<file path="src/rtl/writeback_unit.sv">
// Writeback stage: retires ALU results immediately and parks on a pending load
// until memory returns data, then extracts, extends and writes the loaded value.
module writeback_unit #(
  parameter int REGISTER_WIDTH = 32
) (
  input  logic                      clk,
  input  logic                      rst,
  input  logic                      ex_valid,
  output logic                      ex_ready,
  input  logic [4:0]                ex_rd_idx,
  input  logic [REGISTER_WIDTH-1:0] ex_result,
  input  logic                      ex_is_load,
  input  logic [2:0]                ex_funct3,
  input  logic [1:0]                ex_addr_lo,
  input  logic                      mem_rvalid,
  input  logic [REGISTER_WIDTH-1:0] mem_rdata,
  output logic [4:0]                rd_idx,
  output logic [REGISTER_WIDTH-1:0] data_in,
  output logic                      write_en,
  output logic                      byp_valid,
  output logic [4:0]                byp_idx,
  output logic [REGISTER_WIDTH-1:0] byp_data,
  output logic                      load_err,
  output logic [63:0]               retired
);

  typedef enum logic {IDLE, WAIT_LOAD} state_t;

  state_t                      state, state_nxt;
  logic [4:0]                  ld_rd_p0;
  logic [2:0]                  ld_f3_p0;
  logic [1:0]                  ld_addr_p0;
  logic                        cap;
  logic                        commit;
  logic                        err_nxt;
  logic [4:0]                  commit_rd;
  logic [REGISTER_WIDTH-1:0]   commit_data;

  // Misaligned halves/words and unassigned funct3 codes are faults.
  function automatic logic load_fault(input logic [2:0] f3, input logic [1:0] a);
    case (f3)
      3'b000, 3'b100: return 1'b0;
      3'b001, 3'b101: return a[0];
      3'b010:         return (a != 2'b00);
      default:        return 1'b1;
    endcase
  endfunction

  function automatic logic [REGISTER_WIDTH-1:0] extract_load(input logic [2:0] f3,
                                                             input logic [1:0] a,
                                                             input logic [REGISTER_WIDTH-1:0] word);
    logic signed [7:0]  b;
    logic signed [15:0] h;
    b = word[{a, 3'b000} +: 8];
    h = word[{a[1], 4'b0000} +: 16];
    case (f3)
      3'b000:  return {{(REGISTER_WIDTH-8){b[7]}}, b};
      3'b100:  return {{(REGISTER_WIDTH-8){1'b0}}, b};
      3'b001:  return {{(REGISTER_WIDTH-16){h[15]}}, h};
      3'b101:  return {{(REGISTER_WIDTH-16){1'b0}}, h};
      default: return word;
    endcase
  endfunction

  always_comb begin
    state_nxt   = state;
    ex_ready    = (state == IDLE) && !rst;
    cap         = 1'b0;
    commit      = 1'b0;
    err_nxt     = 1'b0;
    commit_rd   = ex_rd_idx;
    commit_data = ex_result;
    case (state)
      IDLE: begin
        // A data beat with no load outstanding is reported but never written.
        err_nxt = mem_rvalid;
        if (ex_valid) begin
          if (ex_is_load) begin
            cap       = 1'b1;
            state_nxt = WAIT_LOAD;
          end else begin
            commit = 1'b1;
          end
        end
      end
      WAIT_LOAD: begin
        if (mem_rvalid) begin
          state_nxt   = IDLE;
          commit_rd   = ld_rd_p0;
          commit_data = extract_load(ld_f3_p0, ld_addr_p0, mem_rdata);
          if (load_fault(ld_f3_p0, ld_addr_p0)) err_nxt = 1'b1;
          else                                  commit  = 1'b1;
        end
      end
      default: state_nxt = IDLE;
    endcase
  end

  // p0: pending-load descriptor, only meaningful while in WAIT_LOAD
  always_ff @(posedge clk) begin
    if (cap) begin
      ld_rd_p0   <= ex_rd_idx;
      ld_f3_p0   <= ex_funct3;
      ld_addr_p0 <= ex_addr_lo;
    end
  end

  // p1: register-file write port, error pulse and retire counter
  always_ff @(posedge clk) begin
    if (rst) begin
      state    <= IDLE;
      write_en <= 1'b0;
      rd_idx   <= 5'd0;
      data_in  <= '0;
      load_err <= 1'b0;
      retired  <= 64'd0;
    end else begin
      state    <= state_nxt;
      load_err <= err_nxt;
      write_en <= commit && (commit_rd != 5'd0);
      if (commit && (commit_rd != 5'd0)) begin
        rd_idx  <= commit_rd;
        data_in <= commit_data;
      end
      if (commit) retired <= retired + 64'd1;
    end
  end

  assign byp_valid = write_en;
  assign byp_idx   = rd_idx;
  assign byp_data  = data_in;

endmodule

</file>
<file path="config.mk">
export PLATFORM = sky130hd
export DESIGN_NAME = writeback_unit
export DESIGN_NICKNAME = d
export VERILOG_FILES = /design/src/rtl/writeback_unit.sv
export SDC_FILE = /design/constraint.sdc
export NUM_CORES = 1
export LEC_CHECK = 0
export CAP_MARGIN = 20
export CORE_MARGIN = 8
export CORE_UTILIZATION = 46
export CTS_CLUSTER_DIAMETER = 120
export DETAILED_ROUTE_END_ITERATION = 8
export GPL_ROUTABILITY_DRIVEN = 0
export GPL_TIMING_DRIVEN = 0
export PLACE_DENSITY = 0.81
export SYNTH_ARGS = -nofsm -noshare
export SYNTH_HDL_FRONTEND = slang
export SYNTH_SLANG_ARGS = --single-unit
</file>
<file path="constraint.sdc">
create_clock -name clk -period 2.41 [get_ports clk]
set_clock_uncertainty 0.05 [all_clocks]
set_input_delay 0.3615 -clock clk [delete_from_list [all_inputs] [get_ports clk]]
set_output_delay 0.3615 -clock clk [all_outputs]
set_load 0.01 [all_outputs]
</file>
==> results.yml <==
status:
  run_status: "completed"
timing:
  timing.max_slew.rel_slack_pct: 56.2
  final_min_period_over_clock_period_pct: 97.0
  tightest_slew_ns: 0.652
  final-hold-violation-count: 0
  fin_worst_hold_slack_ns: 0.417
  max_freq_mhz: 428
  postLayoutSetupSlackWorst_ns: 0.0723
  setup_total_negative_slack_ns: 0
  setup_viol: 0
  final-max-slew-violation-count: 0
  period_minus_slack_ns: 2.34
setup_path:
  crit_path_end: "byp_data[28]$_SDFFE_PP0P_"
  critical_path.n_buffers_inverters: 2
  timing.critical_path.max_delay_family: "compound AO/OA/AOI/OAI gates"
  timing.critical_path.slowest_stage_cell: "edfxtp_1"
  worstPathMaxFanout: 10
  crit_path_max_incr_delay_ns: 0.46
  timing.reg2reg.setup_slack_ns: 0.07
  rr_endpoint: "byp_data[28]$_SDFFE_PP0P_"
  timing.critical_path.cells: "nor4_4 > o21a_2 > buf_2 > buf_2 > a21oi_1 > a211o_1 > a21oi_1"
  timing.rr.start: "ld_f3_p0[0]$_DFFE_PP_"
  worstSetupEndpointType: "register"
  critical_path_required_ns: 2.69
  r2r.worst_path.cells: 7
  cp-start-kind: "register"
  path_class: "reg2reg"
  worstSetupStartpoint: "ld_f3_p0[0]$_DFFE_PP_"
  worst-path-stages: 7
  worst_ep_arrival_time_ns: 2.62
synthesis:
  netlist_top_cells_area: "dfxtp_1 (33%), a21oi_1 (10%), edfxtp_1 (4.8%)"
  yosys-top-cells-count: "a21oi_1 (128), dfxtp_1 (104), nand2_1 (67), nor2_1 (52), clkbuf_1 (41)"
  netlist_instances: 766
  synth-seq-cells: 114
  dominantRegCellSynth: "dfxtp_1"
  synth-async-reset-ratio_pct: 0
  netlist.top_cell.by_area: "dfxtp_1"
  synth_edf_count: 10
  postSynthAreaPerCell_um2: 8.21
  post_synth_num_cell_types: 66
  synth_nets: 846
  yosysTopAreaCellShare_pct: 33.1
  synth.yosys.warnings: 0
  synth_area_um2: 6290
  synth.most_common_cell: "a21oi_1"
  synth_sequential_area_ratio_pct: 37.9
global_route:
  grt_antenna_before_repair: 0
  grt_first_pass_wirelength_um: 37500
  grt_max_degree: 17
  grt_usage_pct: 26.4
  grt_pass1_vias: 6756
  globalRouteOverflowTotal: 0
cts:
  hold_buffers_post_cts: 0
  clock_tree.htree_level_count: 4
  tritoncts: "yes"
  clk_transition_reported_paths_ns: 0.05
  clock_insertion_delay_at_the_later_pin_of_the_skew_report_ns: 0.41
  max-clock-path-buffers: 2
  cts_buffers: 17
  clock_tree.root_cell: "clkbuf_16"
  cts.sink_count: 114
floorplanning:
  die_y_um: 133
  floorplan.initialDensity_pct: 47.3
  die_area_um2: 17700
  rows: 42
  die_width_um: 133
  io-pin-count: 221
  coreArea_um2: 13300
routing:
  route.antenna.remaining_nets: 0
  drt_first_pass_iters: 6
  wl_um: 24500
  wl_per_cell_um: 20.5
  avgViaCountPerCell: 5.99
  route.detailed.drc: 0
  dr_total_vias: 7161
  dr.first_iter.drc_count: 628
power:
  total_power_uw: 5070
  power_density_nw_per_um2: 542
  power_leakage_uw: 0.00322
  power.ir.vdd_worst_mv: 0.404
finish:
  insertedDiodeCount: 0
  final_net_count: 1087
  layout_cell_share_with_drive_strength_beyond_1_pct: 12.4
  syn2layout_area_growth_pct: 49.1
min_path:
  min_from: "byp_data[17]$_SDFFE_PP0P_"
  hold_depth: 2
  hp-class: "reg2reg"
place:
  detailedPlace.worstSlack_ns: -0.663
  numPortBuffers: 219
  detailedPlacementHpwl_um: 18200
flow_run:
  cap_violations: 0
==> placed cells by master, fill, tap and decap left out, types with 4 or more instances in the layout <==
master,n
edfxtp_1,10
nor2b_1,5
clkbuf_1,31
buf_4,44
inv_1,12
o221ai_1,6
nor4_1,5
a211o_1,24
mux2i_1,8
and3_1,7
nand2_1,67
a22o_1,5
a211oi_1,10
buf_2,13
o31ai_1,28
clkinv_2,4
or4_1,31
clkdlybuf4s50_1,219
nor2_1,49
a21oi_1,127
nor3_1,6
clkbuf_2,13
clkbuf_16,17
o21ai_0,26
and2_1,4
xor2_1,5
xnor2_1,13
or3_1,13
nand3_1,20
nand4_1,20
dfxtp_1,102
==> layout make-up <==
| cell class | count | area (um2) |
|---|---|---|
| Fill cell | 1078 | 3920 |
| Multi-Input combinational cell | 544 | 3410 |
| Timing Repair Buffer | 223 | 2220 |
| Inverter | 12 | 45.0 |
| Clock inverter | 6 | 56.3 |
| Sequential cell | 114 | 2380 |
| Buffer | 95 | 557 |
| Clock buffer | 26 | 479 |
| Tap cell | 176 | 220 |
==> per-stage QoR <==
stage | instance area, um2 | utilization [%] | std cells
2_1_floorplan | 6290 | - | 766
3_3_place_gp | 8700 | 65.4 | 1161
3_5_place_dp | 8700 | 65.4 | 1161
4_1_cts | 9300 | 69.9 | 1193
5_1_grt | 9370 | 70.5 | 1196
6_report | 9370 | 70.5 | 1196
==> worst min-delay path by stage <==
stage / slack [ns] / end
global route: 0.44 / byp_data[18]$_SDFFE_PP0P_
detailed placement: 0.41 / byp_data[17]$_SDFFE_PP0P_
CTS: 0.42 / byp_data[17]$_SDFFE_PP0P_
floorplan: 0.41 / ld_addr_p0[0]$_DFFE_PP_
finish: 0.42 / byp_data[17]$_SDFFE_PP0P_
global placement: 0.41 / byp_data[3]$_SDFFE_PP0P_
==> cells by family (layout without fill, tap and decap cells) <==
| family | count (synthesis) | in the layout | share of synthesized area (%) |
|---|---|---|---|
| multiplexers | 11 | 11 | 1.81 |
| AND/OR/NAND/NOR | 251 | 251 | 21.9 |
| flip-flops | 114 | 114 | 37.9 |
| XOR/XNOR | 18 | 18 | 2.51 |
| adder cells (fa/ha/maj) | 1 | 1 | 0.199 |
| AO/OA/AOI/OAI | 263 | 263 | 26.8 |
| buffers and inverters | 108 | 362 | 8.92 |
==> flip-flops by register name, indices dropped and copies added (netlist names) <==
signal      cells
state           1
byp_idx         5
ld_rd_p0        5
retired        64
byp_data       32
byp_valid       1
load_err        1
ld_addr_p0      2
ld_f3_p0        3
==> per-layer routing <==
metal / part of all wire [%] / vias to the layer above / GRT usage (%)
li1: - / 3330 / -
met2: 48 / 411 / 44.2
met1: 40 / 3354 / 31.0
met4: 3.5 / 0 / 11.7
met5: 0 / - / 0
met3: 9.3 / 66 / 7.27
==> what timing repair did <==
action / in CTS / in global routing
buffers inserted: 0 / 4
endpoints found under the setup margin: 72 / 67
resized for setup: 24 / 29
pin swaps: 1 / 4
==> worst register-to-register path: cells and delay by family (launching register included) <==
family | cells | cell delay [ns]
AO/OA/AOI/OAI | 4 | 0.76
AND/OR/NAND/NOR | 1 | 0.36
buffers and inverters | 2 | 0.62
flip-flops | 1 | 0.46
==> power by group <==
group,switching [uW],internal (uW),total [uW]
clock,865,1460,2330
combinational,327,398,725
sequential,52.3,1970,2020
Note: power is estimated with default switching activity, not from simulation.
